<file path="config.mk">
export PLATFORM = sky130hd
export DESIGN_NAME = uart_byte_tx
export DESIGN_NICKNAME = d
export VERILOG_FILES = /design/src/rtl/uart_pkg.sv /design/src/rtl/uart_baud_gen.sv /design/src/rtl/uart_byte_tx.sv
export SDC_FILE = /design/constraint.sdc
export NUM_CORES = 1
export LEC_CHECK = 0
export CORE_AREA = 5 5 90 92
export CTS_BUF_LIST = sky130_fd_sc_hd__clkbuf_4 sky130_fd_sc_hd__clkbuf_8
export CTS_CLUSTER_DIAMETER = 30
export CTS_CLUSTER_SIZE = 20
export DETAILED_ROUTE_END_ITERATION = 6
export DIE_AREA = 0 0 95 97
export HOLD_SLACK_MARGIN = 0.03
export SLEW_MARGIN = 20
export SYNTH_ARGS = -nofsm -noshare
export SYNTH_HDL_FRONTEND = slang
export SYNTH_SLANG_ARGS = --single-unit
</file>
<file path="constraint.sdc">
create_clock -name clk -period 2.99 [get_ports clk]
set_input_delay 0.299 -clock clk [delete_from_list [all_inputs] [get_ports clk]]
set_output_delay 0.299 -clock clk [all_outputs]
set_load 0.02 [all_outputs]
</file>
<file path="src/rtl/uart_pkg.sv">
// Shared UART constants: baud rates, baud_set encodings, transmitter FSM states
// and the bit-period helper used to size the baud divider.
package uart_pkg;

    localparam int DIV_W = 16;
    localparam int unsigned DEFAULT_CLK_HZ = 32'd50000000;

    localparam int unsigned BAUD_9600   = 32'd9600;
    localparam int unsigned BAUD_19200  = 32'd19200;
    localparam int unsigned BAUD_38400  = 32'd38400;
    localparam int unsigned BAUD_57600  = 32'd57600;
    localparam int unsigned BAUD_115200 = 32'd115200;
    localparam int unsigned BAUD_230400 = 32'd230400;

    localparam logic [2:0] BAUD_SEL_9600   = 3'd0;
    localparam logic [2:0] BAUD_SEL_19200  = 3'd1;
    localparam logic [2:0] BAUD_SEL_38400  = 3'd2;
    localparam logic [2:0] BAUD_SEL_57600  = 3'd3;
    localparam logic [2:0] BAUD_SEL_115200 = 3'd4;
    localparam logic [2:0] BAUD_SEL_230400 = 3'd5;

    typedef enum logic [1:0] {
        ST_IDLE  = 2'd0,
        ST_START = 2'd1,
        ST_DATA  = 2'd2,
        ST_STOP  = 2'd3
    } tx_state_e;

    // Unlisted encodings (6, 7) fall back to the slowest rate.
    function automatic int unsigned baud_rate(input logic [2:0] sel);
        case (sel)
            BAUD_SEL_9600:   baud_rate = BAUD_9600;
            BAUD_SEL_19200:  baud_rate = BAUD_19200;
            BAUD_SEL_38400:  baud_rate = BAUD_38400;
            BAUD_SEL_57600:  baud_rate = BAUD_57600;
            BAUD_SEL_115200: baud_rate = BAUD_115200;
            BAUD_SEL_230400: baud_rate = BAUD_230400;
            default:         baud_rate = BAUD_9600;
        endcase
    endfunction

    function automatic logic [DIV_W-1:0] bit_period(input int unsigned clk_hz,
                                                    input logic [2:0] sel);
        bit_period = 16'(clk_hz / baud_rate(sel));
    endfunction

endpackage

</file>
<file path="src/rtl/uart_baud_gen.sv">
// Bit-time counter: counts 0..div-1 while enabled and flags the last clock
// of each bit so the transmitter can advance on the following edge.
module uart_baud_gen
    import uart_pkg::*;
(
    input  logic             clk,
    input  logic             reset,
    input  logic             en,
    input  logic [DIV_W-1:0] div,
    output logic             tick
);

    logic [DIV_W-1:0] cnt_r;
    logic             last_s;

    // Bit boundary decode from the registered count.
    always_comb begin
        last_s = (cnt_r == (div - 16'd1));
        tick   = en && last_s;
    end

    // Counter held at zero while idle so every frame starts on a fresh bit.
    always_ff @(posedge clk or posedge reset) begin
        if (reset) begin
            cnt_r <= 16'd0;
        end else if (!en) begin
            cnt_r <= 16'd0;
        end else if (last_s) begin
            cnt_r <= 16'd0;
        end else begin
            cnt_r <= cnt_r + 16'd1;
        end
    end

endmodule

</file>
<file path="src/rtl/uart_byte_tx.sv">
// 8N1 byte transmitter with valid/ready request port and selectable baud rate;
// the line, busy, ready and done outputs all come straight from registers.
module uart_byte_tx
    import uart_pkg::*;
#(
    parameter int unsigned CLK_HZ = DEFAULT_CLK_HZ
)
(
    input  logic       clk,
    input  logic       reset,
    input  logic [2:0] baud_set,
    input  logic [7:0] tx_data,
    input  logic       tx_valid,
    output logic       tx_ready,
    output logic       uart_tx,
    output logic       tx_busy,
    output logic       tx_done
);

    localparam logic [DIV_W-1:0] DIV_9600   = bit_period(CLK_HZ, BAUD_SEL_9600);
    localparam logic [DIV_W-1:0] DIV_19200  = bit_period(CLK_HZ, BAUD_SEL_19200);
    localparam logic [DIV_W-1:0] DIV_38400  = bit_period(CLK_HZ, BAUD_SEL_38400);
    localparam logic [DIV_W-1:0] DIV_57600  = bit_period(CLK_HZ, BAUD_SEL_57600);
    localparam logic [DIV_W-1:0] DIV_115200 = bit_period(CLK_HZ, BAUD_SEL_115200);
    localparam logic [DIV_W-1:0] DIV_230400 = bit_period(CLK_HZ, BAUD_SEL_230400);

    tx_state_e        state_r;
    logic [7:0]       data_r;
    logic [DIV_W-1:0] div_r;
    logic [DIV_W-1:0] div_sel_s;
    logic [2:0]       bit_idx_r;
    logic             uart_tx_r;
    logic             busy_r;
    logic             done_r;
    logic             ready_r;
    logic             accept_s;
    logic             tick_s;

    // Constant divider lookup; only the chosen entry is latched at acceptance.
    always_comb begin
        case (baud_set)
            BAUD_SEL_9600:   div_sel_s = DIV_9600;
            BAUD_SEL_19200:  div_sel_s = DIV_19200;
            BAUD_SEL_38400:  div_sel_s = DIV_38400;
            BAUD_SEL_57600:  div_sel_s = DIV_57600;
            BAUD_SEL_115200: div_sel_s = DIV_115200;
            BAUD_SEL_230400: div_sel_s = DIV_230400;
            default:         div_sel_s = DIV_9600;
        endcase
        accept_s = tx_valid && ready_r;
    end

    uart_baud_gen u_baud_gen (
        .clk   (clk),
        .reset (reset),
        .en    (busy_r),
        .div   (div_r),
        .tick  (tick_s)
    );

    // Frame sequencer; ready is a register so it stays low for the first
    // clock after reset and tracks the IDLE state thereafter.
    always_ff @(posedge clk or posedge reset) begin
        if (reset) begin
            state_r   <= ST_IDLE;
            data_r    <= 8'd0;
            div_r     <= 16'd0;
            bit_idx_r <= 3'd0;
            uart_tx_r <= 1'b1;
            busy_r    <= 1'b0;
            done_r    <= 1'b0;
            ready_r   <= 1'b0;
        end else begin
            done_r <= 1'b0;
            case (state_r)
                ST_IDLE: begin
                    if (accept_s) begin
                        state_r   <= ST_START;
                        data_r    <= tx_data;
                        div_r     <= div_sel_s;
                        bit_idx_r <= 3'd0;
                        uart_tx_r <= 1'b0;
                        busy_r    <= 1'b1;
                        ready_r   <= 1'b0;
                    end else begin
                        uart_tx_r <= 1'b1;
                        busy_r    <= 1'b0;
                        ready_r   <= 1'b1;
                    end
                end
                ST_START: begin
                    if (tick_s) begin
                        state_r   <= ST_DATA;
                        bit_idx_r <= 3'd0;
                        uart_tx_r <= data_r[0];
                    end
                end
                ST_DATA: begin
                    if (tick_s) begin
                        if (bit_idx_r == 3'd7) begin
                            state_r   <= ST_STOP;
                            uart_tx_r <= 1'b1;
                        end else begin
                            bit_idx_r <= bit_idx_r + 3'd1;
                            uart_tx_r <= data_r[bit_idx_r + 3'd1];
                        end
                    end
                end
                ST_STOP: begin
                    if (tick_s) begin
                        state_r   <= ST_IDLE;
                        uart_tx_r <= 1'b1;
                        busy_r    <= 1'b0;
                        done_r    <= 1'b1;
                        ready_r   <= 1'b1;
                    end
                end
                default: begin
                    state_r   <= ST_IDLE;
                    uart_tx_r <= 1'b1;
                    busy_r    <= 1'b0;
                    ready_r   <= 1'b0;
                end
            endcase
        end
    end

    assign uart_tx  = uart_tx_r;
    assign tx_busy  = busy_r;
    assign tx_done  = done_r;
    assign tx_ready = ready_r;

endmodule

</file>
==> results of run 1 <==
[layout make-up]
cell class                      count  area [µm²]  share of cell area
Timing Repair Buffer               37         320              0.0953
Tap cell                           99         124              0.0368
Inverter                           15        57.6              0.0171
Clock buffer                        6        82.6              0.0246
Clock inverter                      2        12.5             0.00372
Multi-Input combinational cell    250        1610               0.480
Sequential cell                    46        1150               0.343
[metal layers]
metal  wire (µm)  GRT usage  vias up
met5           0          0        -
met4          65     0.0366        0
met3         200     0.0303        6
met2        3180      0.241       34
met1        2980      0.192     1144
li1            -          -     1196
[power breakdown]
part | leakage (nW) | internal, mW | total, mW | switching (mW)
combinational | 0.745 | 0.660 | 1.44 | 0.777
clock | 0.0472 | 0.186 | 0.402 | 0.216
sequential | 0.596 | 0.806 | 0.976 | 0.171
total | 1.39 | 1.65 | 2.82 | 1.16
[cell usage in the layout (no fill, tap or decap), drive strengths merged, types with 7 or more instances in the layout]
cell and count:
buf 20, clkdlybuf4s50 17, dfrtp 45, ha 8, inv 14, nand2 47
nand3 13, nand4 7, nor2 40, nor3 7, nor4 7, o21ai 13
xnor2 19
[state kept, by name (all words and copies together), names as in the netlist]
register / flops
u_baud_gen.cnt_r: 16
div_r: 13
data_r: 8
bit_idx_r: 3
state_r: 2
tx_busy: 1
tx_done: 1
tx_ready: 1
uart_tx: 1
[metrics by stage]
step,setup slack (ns),util,setup TNS [ns],hold WS (ns)
2_1_floorplan,0.0199,-,0,0.396
3_3_place_gp,0.00186,0.446,0,0.453
3_5_place_dp,-0.0409,0.446,-0.0478,0.464
4_1_cts,0.0350,0.464,0,0.486
5_1_grt,-0.0941,0.471,-0.250,0.501
6_report,0.108,0.471,0,0.436
[synthesized netlist by cell type, drive strengths merged, types with 2 or more instances]
cell type   n
nand2      47
dfrtp      45
nor2       40
xnor2      19
inv        15
nand3      13
o21ai      13
clkbuf      8
ha          8
nand4       7
nor3        7
nor4        7
a21oi       6
buf         6
nor2b       6
xor2        6
o31ai       5
or2         5
or4         5
a31oi       4
and3        4
nand2b      4
nor4b       4
o211ai      4
or3         4
nand3b      3
a21boi      2
a21o        2
mux2i       2
mux4        2
o21bai      2
o311ai      2
or4b        2
[final timing paths]
kind | from | endpoint | slack (ns) | cells after the start
min in group clk | data_r[2] | data_r[2] | 0.48 | 2
min | reset | tx_done | 0.44 | 2
max in group asynchronous | reset | u_baud_gen.cnt_r[10] | 2.06 | 2
max reg2reg | div_r[0] | bit_idx_r[2] | 0.11 | 10
min reg2reg | data_r[2] | data_r[2] | 0.48 | 2
max | div_r[0] | bit_idx_r[2] | 0.11 | 10
[what timing repair did]
action / CTS / global route
gates cloned: 1 / 0
gates resized for setup: 2 / 9
setup endpoints to repair: 2 / 7
pin swaps: 5 / 2
buffers inserted: 2 / 1
[logic make-up (layout without fill, tap and decap cells)]
family / count (synthesis) / count (layout) / synth area share
buffers and inverters: 29 / 60 / 0.0431
AOI/OAI and AO/OA: 49 / 49 / 0.118
adders and majority gates: 8 / 8 / 0.0356
xor gates and xnor gates: 25 / 25 / 0.0778
muxes: 5 / 5 / 0.0271
DFF: 46 / 46 / 0.409
and+or+nand+nor: 162 / 163 / 0.289
==> metrics.csv, run 1 <==
stage;metric;value;unit
synth;Post-Synthesis Cell Area;0.00282;mm²
setup_path;CP startpoint kind;flop;
detailed_routing;via count;2380;
power;P per Cell Area;838;mW/mm²
setup_path;worst path required time;3.22;ns
sta;Hold Vio Cnt, Final;0;
detailed_routing;WL per Instance;14.1;µm
cts;clock sinks;46;
setup_path;CP Cell Sequence;inv_2 -> ha_4 -> or4b_4 -> or4_1 -> a21o_1 -> nand3_2 -> or4b_4 -> buf_4 -> nor4_1 -> o21bai_1;
global_routing;GRT Resource Usage Total;0.145;
detailed_routing;DR DRC count;0;
cts;CTS tree;yes;
cells_and_area;Inserted Diodes;0;
cells_and_area;area grow syn2layout;19.4;%
global_routing;antenna violations before repair;0;
cells_and_area;Final Cell Area;0.00336;mm²
status;outcome;completed;
detailed_routing;antenna-violating nets left;0;
detailed_routing;drt first-iter violations;87;
placed_design;placed cell area;0.00318;mm²
cells_and_area;Layout Nets;377;
power;Power, Total;2.82;mW
global_routing;number of global-route vias before repair;2239;
global_routing;first-pass GRT wire length;10800;µm
setup_path;crit-path max cell delay;0.51;ns
synth;Synth top area share;0.400;
cts;worst skew pair latency;0.30;ns
global_routing;largest net degree at the start of global routing;47;
global_routing;Congestion Overflow GR;0;
synth;Synth cell types;53;
sta;FMAX;347;MHz
sta;final setup violation count;0;
floorplanning;Die Span X;95;µm
sta;clock period minus worst slack;2.88;ns
sta;crit share post-route;0.964;
sta;Tightest Pin Transition;0.808;ns
synth;ys flop type;dfrtp_1;
placed_design;hpwl dp;4580;µm
synth;number of synthesized flops with an enable pin;0;
placed_design;placed cells;443;
floorplanning;initial core utilization;0.394;
cts;clk root buf;clkbuf_8;
cts;Bufs on Longest Clock Path;2;
detailed_routing;TritonRoute pass-1 iters;4;
setup_path;Crit. End Element;flop;
cts;CTS hold repair buffers;0;
floorplanning;chip height;97;µm
cts;Num CTS Buffers;5;
synth;Synth area leaders;dfrtp_1, nand2_1, xnor2_1, nor2_1, ha_1;
synth;Seq cells post-synth;46;
cts;Clock transition at path regs;0.09;ns
synth;ys async rst share;1.00;
synth;post-synth top area cell;dfrtp_1;
floorplanning;Rows;31;
flow_run;maxcap violations;0;
synth;syn nets;346;
cts;H-tree depth;2;
synth;synth warn;0;
floorplanning;placeable core area;0.00714;mm²
min_path;worst min-delay path class;primary input to async pin;
placed_design;routability-driven placement congestion ratio;0.767;
setup_path;Crit path top cell by count;or4b_4;
placed_design;I/O Buffers;17;
setup_path;crit-path leading delay family;simple AND/OR/NAND/NOR gates;
synth;Cells after Synth;324;
setup_path;critical-path maximum fanout;4;
cells_and_area;Layout Cells excl Fill;455;
floorplanning;Ports;18;
sta;Final Max Tran Viols;0;
sta;max_slew headroom;0.461;
sta;clk_skew;0.00546;ns
synth;sequential fraction of the synthesis area;0.409;
synth;Avg Cell Area, Syn;8.69;µm²
setup_path;Buf/Inv on CP;2;
cells_and_area;share of cells above drive strength 1;0.154;
detailed_routing;via density per instance;5.23;
detailed_routing;DRT Wirelength;6420;µm
power;Max VDD drop;466;µV
setup_path;Crit Path Category;flop to flop;
setup_path;Worst Path Arrival;3.11;ns
cells_and_area;fillers;719;
setup_path;Critical-path top delay cell;or4b_4;
floorplanning;Die ar.;0.00922;mm²
power;Pleak;1.39;nW
No activity file was read; power rests on OpenSTA's default activity.
==> run 2, diff against run 1 <==
GPL_ROUTABILITY_DRIVEN = 0   (was unset)
clock period = 3.37 ns   (was 2.99 ns; I/O delays follow)
==> metrics.csv, run 2 (synthesized netlist as in run 1, its figures left out) <==
stage;metric;value;unit;change
status;outcome;completed;;
floorplanning;Die ar.;0.00922;mm²;unchanged
sta;crit share post-route;0.955;;-0.00852
setup_path;Buf/Inv on CP;1;;-1
global_routing;antenna violations before repair;0;;unchanged
cells_and_area;Layout Nets;363;;-3.7%
cts;clock sinks;46;;unchanged
cells_and_area;Util after Layout;0.454;;-0.0168
cells_and_area;area grow syn2layout;15.2;%;
cells_and_area;Final Cell Area;0.00324;mm²;-3.6%
detailed_routing;DRT Wirelength;6300;µm;-1.8%
setup_path;critical-path maximum fanout;6;;+2
power;P per Cell Area;745;mW/mm²;-11%
setup_path;R2R setup slack;0.15;ns;+0.04 ns
detailed_routing;antenna-violating nets left;0;;unchanged
setup_path;Crit. End Element;flop;;
min_path;worst min-delay path class;flop to flop;;
floorplanning;initial core utilization;0.394;;unchanged
cells_and_area;share of cells above drive strength 1;0.0965;;-0.0580
detailed_routing;TritonRoute pass-1 iters;4;;unchanged
sta;clock period minus worst slack;3.22;ns;+0.338 ns
sta;unrepaired setup endpoints after global routing;no;;
sta;clk_skew;0.00837;ns;+0.00291 ns
cts;H-tree depth;2;;unchanged
cells_and_area;Top reg by flops;u_baud_gen.cnt_r;;
cells_and_area;Layout Cells excl Fill;441;;-3.1%
sta;Fin Hold WS;0.477;ns;+0.0410 ns
floorplanning;placeable core area;0.00714;mm²;unchanged
placed_design;I/O Buffers;17;;unchanged
setup_path;CP startpoint kind;flop;;
sta;FMAX;311;MHz;-10%
floorplanning;Ports;18;;unchanged
min_path;worst hold path stage count;2;;
setup_path;Critical-path top delay cell;or4b_4;;
detailed_routing;via density per instance;5.37;;+2.7%
cells_and_area;commonest non-fill, non-tap cell in the layout;nand2_1;;
flow_run;maxcap violations;0;;unchanged
sta;max_slew headroom;0.454;;-0.00667
floorplanning;chip height;97;µm;unchanged
cts;CTS hold repair buffers;0;;unchanged
sta;Final Max Tran Viols;0;;unchanged
cells_and_area;commonest non-fill, non-tap cells in the layout;nand2_1, dfrtp_1, nor2_1;;
power;Logic pwr share;0.448;;-0.062
cts;Num CTS Buffers;5;;unchanged
floorplanning;Die Span X;95;µm;unchanged
power;switching share of power;0.413;;-0.000664
global_routing;first-pass GRT wire length;10900;µm;+1.1%
setup_path;Worst Path Arrival;3.44;ns;+0.33 ns
global_routing;Congestion Overflow GR;0;;unchanged
placed_design;placed cell area;0.00307;mm²;-3.4%
cts;worst skew pair latency;0.30;ns;about the same
sta;setup ws final;0.151;ns;+0.0424 ns
setup_path;Crit Path Category;flop to flop;;
cts;clk root buf;clkbuf_8;;
cells_and_area;max reg flops;16;;unchanged
placed_design;dpl ws;0.0140;ns;+0.0549 ns
detailed_routing;DR DRC count;0;;unchanged
power;sequential power share;0.381;;+0.034
placed_design;placed cells;430;;-2.9%
sta;final setup violation count;0;;unchanged
sta;TNS Setup;0;ns;unchanged
power;clock share of power;0.171;;+0.028
setup_path;R2R cell count;9;;-1
global_routing;number of global-route vias before repair;2294;;+2.5%
cells_and_area;Top Registers;u_baud_gen.cnt_r (16), div_r (13), data_r (8);;
cts;Clock transition at path regs;0.08;ns;about the same
sta;Tightest Pin Transition;0.818;ns;+0.0100 ns
detailed_routing;WL per Instance;14.3;µm;+1.3%
power;Pleak;1.33;nW;-4.2%
setup_path;r2r endpoint;bit_idx_r[0];;
setup_path;reg2reg start;div_r[0];;
setup_path;crit-path max cell delay;0.52;ns;about the same
sta;Hold Vio Cnt, Final;0;;unchanged
min_path;Hold Startpoint;data_r[2];;
power;Internal Power;1.42;mW;-14%
placed_design;hpwl dp;4490;µm;-2.0%
power;Max VDD drop;335;µV;-28%
global_routing;GRT Resource Usage Total;0.145;;-0.000296
setup_path;worst path required time;3.59;ns;+0.37 ns
global_routing;largest net degree at the start of global routing;47;;unchanged
min_path;Worst Hold End;data_r[2];;
cts;Bufs on Longest Clock Path;2;;unchanged
detailed_routing;via count;2368;;-0.50%
power;Power, Total;2.41;mW;-14%
power;Psw;997;µW;-14%
setup_path;CP Cell Sequence;inv_1 -> ha_4 -> or4b_4 -> or4_1 -> a21o_1 -> nand3_2 -> or4b_4 -> or4_1 -> o211ai_1;;
setup_path;crit-path leading delay family;simple AND/OR/NAND/NOR gates;;
cells_and_area;Inserted Diodes;0;;unchanged
floorplanning;Rows;31;;unchanged
cts;CTS tree;yes;;
cells_and_area;fillers;730;;+1.5%
detailed_routing;drt first-iter violations;141;;+62%
==> run 2: cell count changes in the layout (fill, tap and decap cells not counted), moves of 2 or more <==
cell | previous run | this run
nor3_1 | 5 | 7
inv_2 | 2 | 0
inv_1 | 12 | 14
buf_4 | 20 | 6
nor4b_2 | 2 | 0
nor3_2 | 2 | 0
==> run 2: worst max path at each step <==
stage | slack [ns] | end | cells past startpoint | from
after floorplan | 0.34 | bit_idx_r[1] | 10 | div_r[0]
after global placement | 0.15 | bit_idx_r[0] | 9 | div_r[0]
after detailed placement | 0.01 | bit_idx_r[0] | 9 | div_r[0]
after CTS | 0.05 | bit_idx_r[0] | 9 | div_r[0]
after global routing | 0.0005 | bit_idx_r[0] | 9 | div_r[0]
final | 0.15 | bit_idx_r[0] | 9 | div_r[0]
==> run 2: layer usage <==
layer  share of wire  global-route usage  routed length, µm
met4           0.015              0.0499                 96
met1            0.46               0.187               2920
met5               0                   0                  0
met2            0.48               0.234               3060
met3           0.036              0.0372                230
==> run 2: final cells by class <==
type / count / area, µm² / share of cell area
clock buffer: 5 / 68.8 / 0.0212
clock inverter: 3 / 40.0 / 0.0124
inverter: 15 / 57.6 / 0.0178
multi-input combinational: 250 / 1580 / 0.488
sequential: 46 / 1150 / 0.356
tap: 99 / 124 / 0.0382
timing repair buffer: 23 / 215 / 0.0664
==> run 2: what timing repair did <==
action	in CTS	in global routing
hold endpoints to repair	0	0
gates resized for setup	1	5
cloned	0	1
buffers inserted	0	2
pin swaps	0	0
endpoints found under the setup margin	1	4
==> run 2: power groups by stage <==
| stage | sequential [mW] | combinational (mW) | clock (mW) |
|---|---|---|---|
| floorplan | 0.850 | 0.828 | 0 |
| global placement | 0.909 | 1.02 | 0 |
| detailed placement | 0.918 | 1.03 | 0 |
| CTS | 0.909 | 1.04 | 0.429 |
| global route | 0.955 | 1.22 | 0.448 |
| finish | 0.920 | 1.08 | 0.412 |
==> run 2: worst reg2reg max path, stage by stage (launching register included) <==
cell and delay, ns:
dfrtp_2 0.44, inv_1 0.13, ha_4 0.17, or4b_4 0.48
or4_1 0.51, a21o_1 0.18, nand3_2 0.10, or4b_4 0.52
or4_1 0.52, o211ai_1 0.09
==> run 3, diff against run 2 <==
ABC_AREA = 1   (was unset)
CORE_AREA = 5 5 93 95   (was 5 5 90 92)
DIE_AREA = 0 0 98 100   (was 0 0 95 97)
HOLD_SLACK_MARGIN = 0.06   (was 0.03)
SLEW_MARGIN = unset   (was 20)
==> metrics.csv, run 3 <==
stage;metric;value;unit;change
status;outcome;completed;;
floorplanning;initial core utilization;0.388;;-0.00686
synth;synth warn;0;;unchanged
cts;Clock transition at path regs;0.10;ns;+0.02 ns
flow_run;maxcap violations;0;;unchanged
min_path;worst min-delay path class;flop to flop;;
setup_path;crit-path max cell delay;0.41;ns;-0.11 ns
setup_path;Buf/Inv on CP;3;;+2
power;P per Cell Area;708;mW/mm²;-4.9%
cells_and_area;Layout Nets;451;;+24%
setup_path;Crit path top cell by count;nand2_1;;
cts;Num CTS Buffers;5;;unchanged
synth;Cells after Synth;409;;+26%
global_routing;met2 usage;0.235;;+0.00135
floorplanning;Rows;32;;+3.2%
sta;Tightest Pin Transition;0.947;ns;+0.129 ns
sta;TNS Setup;0;ns;unchanged
synth;syn nets;431;;+25%
global_routing;antenna violations before repair;0;;unchanged
cts;clock sinks;46;;unchanged
global_routing;largest net degree at the start of global routing;47;;unchanged
floorplanning;chip height;100;µm;+3.1%
sta;final setup violation count;0;;unchanged
cells_and_area;area grow syn2layout;13.2;%;
sta;unrepaired setup endpoints after global routing;no;;
floorplanning;Ports;18;;unchanged
synth;Avg Cell Area, Syn;7.25;µm²;-17%
setup_path;CP startpoint kind;flop;;
placed_design;hpwl dp;4610;µm;+2.7%
sta;Final Max Tran Viols;0;;unchanged
global_routing;Congestion Overflow GR;0;;unchanged
synth;number of synthesized flops with an enable pin;0;;unchanged
global_routing;number of global-route vias before repair;2476;;+7.9%
placed_design;I/O Buffers;17;;unchanged
min_path;Hold Startpoint;uart_tx;;
synth;Synth cell types;42;;-21%
sta;max_slew headroom;0.367;;-0.0865
cells_and_area;share of cells above drive strength 1;0.147;;+0.0500
setup_path;crit-path leading delay family;simple AND/OR/NAND/NOR gates;;
placed_design;placed cell area;0.00324;mm²;+5.5%
setup_path;R2R setup slack;1.20;ns;+1.05 ns
setup_path;worst path required time;3.57;ns;-0.02 ns
power;Power, Total;2.38;mW;-1.6%
power;Max VDD drop;324;µV;-3.2%
global_routing;grt met1 use;0.169;;-0.0179
detailed_routing;DRT Wirelength;5970;µm;-5.2%
cts;setup bufs post-CTS;0;;unchanged
setup_path;R2R cell count;15;;+6
detailed_routing;via density per instance;4.66;;-13%
min_path;Worst Hold End;uart_tx;;
detailed_routing;DR DRC count;0;;unchanged
detailed_routing;drt first-iter violations;102;;-28%
floorplanning;placeable core area;0.00765;mm²;+7.2%
sta;Hold Vio Cnt, Final;0;;unchanged
cts;H-tree depth;2;;unchanged
sta;clk_skew;0.0155;ns;+0.00712 ns
floorplanning;Die ar.;0.00980;mm²;+6.3%
synth;Post-Synthesis Cell Area;0.00296;mm²;+5.3%
cells_and_area;commonest non-fill, non-tap cell in the layout;nand2_1;;
cts;worst skew pair latency;0.31;ns;about the same
cells_and_area;commonest non-fill, non-tap cells in the layout;nand2_1, inv_1, dfrtp_1;;
cells_and_area;Final Cell Area;0.00336;mm²;+3.5%
synth;Seq cells post-synth;46;;unchanged
cts;Bufs on Longest Clock Path;2;;unchanged
setup_path;r2r endpoint;u_baud_gen.cnt_r[13];;
setup_path;critical-path maximum fanout;11;;+5
detailed_routing;antenna-violating nets left;0;;unchanged
synth;sequential fraction of the synthesis area;0.389;;-0.0206
cells_and_area;max reg flops;16;;unchanged
synth;most instantiated library cell after synthesis;nand2_1;;
setup_path;CP Cell Sequence;inv_1 -> ha_1 -> inv_1 -> nand2_1 -> nand2_1 -> nand2_1 -> nor2_1 -> nand3_1 -> nor2_1 -> nand2_1 -> nor2_4 -> nand2_2 -> nand2_4 -> inv_2 -> and3_1;;
detailed_routing;via count;2477;;+4.6%
synth;ys flop type;dfrtp_1;;
cells_and_area;Top reg by flops;u_baud_gen.cnt_r;;
synth;Synth top area share;0.380;;-0.0201
sta;clock period minus worst slack;2.17;ns;-1.05 ns
setup_path;Crit. End Element;flop;;
synth;most frequent cells after synthesis;nand2_1, inv_1, dfrtp_1, nor2_1, nand3_1;;
global_routing;met3 usage;0.0250;;-0.0122
setup_path;Worst Path Arrival;2.37;ns;-1.07 ns
synth;post-synth top area cell;dfrtp_1;;
cells_and_area;Top Registers;u_baud_gen.cnt_r (16), div_r (13), data_r (8);;
sta;crit share post-route;0.644;;-0.311
cts;post_cts resized;0;;-1
detailed_routing;WL per Instance;11.2;µm;-21%
floorplanning;Die Span X;98;µm;+3.2%
synth;Synth area leaders;dfrtp_1, nand2_1, inv_1, nand3_1, nor2_1;;
cts;CTS hold repair buffers;0;;unchanged
power;Pleak;1.69;nW;+27%
cells_and_area;Inserted Diodes;0;;unchanged
global_routing;first-pass GRT wire length;10900;µm;about the same
min_path;worst hold path stage count;2;;unchanged
synth;ys async rst share;1.00;;unchanged
setup_path;Critical-path top delay cell;dfrtp_1;;
setup_path;reg2reg start;div_r[0];;
global_routing;GRT Resource Usage Total;0.133;;-0.0119
cts;CTS tree;yes;;
detailed_routing;TritonRoute pass-1 iters;4;;unchanged
setup_path;Crit Path Category;flop to flop;;
cts;clk root buf;clkbuf_8;;
sta;FMAX;461;MHz;+48%
global_routing;most used routing layer;met2;;
[run 3: cell count changes after synthesis, sizes merged, moves of 6 or more]
| cell | before | now |
|---|---|---|
| inv | 15 | 70 |
| nor2b | 6 | 0 |
| nand3 | 13 | 32 |
| nand2 | 47 | 138 |
| o21ai | 13 | 26 |
| nor4 | 7 | 1 |
| xnor2 | 19 | 3 |
[run 3: through the flow]
step / worst slack [ns] / std cells / hold slack (ns) / util
after CTS: 1.15 / 532 / 0.489 / 0.439
after global routing: 0.925 / 532 / 0.516 / 0.439
after floorplan: 1.51 / 409 / 0.437 / -
after detailed placement: 1.18 / 524 / 0.464 / 0.424
final: 1.20 / 532 / 0.488 / 0.439
after global placement: 1.17 / 524 / 0.474 / 0.424
[run 3: routing by layer]
| layer | share of wire | vias to the layer above |
|---|---|---|
| li1 | - | 1305 |
| met1 | 0.49 | 1133 |
| met2 | 0.47 | 32 |
| met3 | 0.029 | 7 |
| met4 | 0.0099 | 0 |
| met5 | 0 | - |
[run 3: report_power, final]
| part | total (mW) | switching (mW) | leakage (nW) | internal (mW) |
|---|---|---|---|---|
| clock | 0.428 | 0.198 | 0.0548 | 0.230 |
| combinational | 1.07 | 0.683 | 1.04 | 0.392 |
| sequential | 0.873 | 0.154 | 0.593 | 0.719 |
[run 3: logic make-up after synthesis]
| family | synth area share |
|---|---|
| and+or+nand+nor | 0.372 |
| buffers and inverters | 0.0979 |
| DFF | 0.389 |
| AOI/OAI and AO/OA | 0.0840 |
| xor gates and xnor gates | 0.0236 |
| adders and majority gates | 0.0338 |
[run 3: cell type report]
class,instances,area (µm²)
Clock buffer,6,76.3
Clock inverter,2,37.5
Tap cell,102,128
Inverter,70,263
Multi-Input combinational cell,288,1520
Timing Repair Buffer,18,178
Fill cell,794,4290
Sequential cell,46,1150
[run 3: worst max-delay path by stage]
stage / end / cells past startpoint / from / slack (ns)
4_1_cts: u_baud_gen.cnt_r[13] / 15 / div_r[0] / 1.15
3_3_place_gp: u_baud_gen.cnt_r[13] / 15 / div_r[0] / 1.17
3_5_place_dp: u_baud_gen.cnt_r[13] / 15 / div_r[0] / 1.18
2_1_floorplan: bit_idx_r[0] / 16 / div_r[0] / 1.51
5_1_grt: u_baud_gen.cnt_r[13] / 14 / div_r[0] / 0.93
6_report: u_baud_gen.cnt_r[13] / 15 / div_r[0] / 1.20
[run 3: tightest hold or removal path, stage by stage, from the launching register on]
cell	delay, ns
dfstp_2	0.38
inv_1	0.04
o21ai_0	0.07
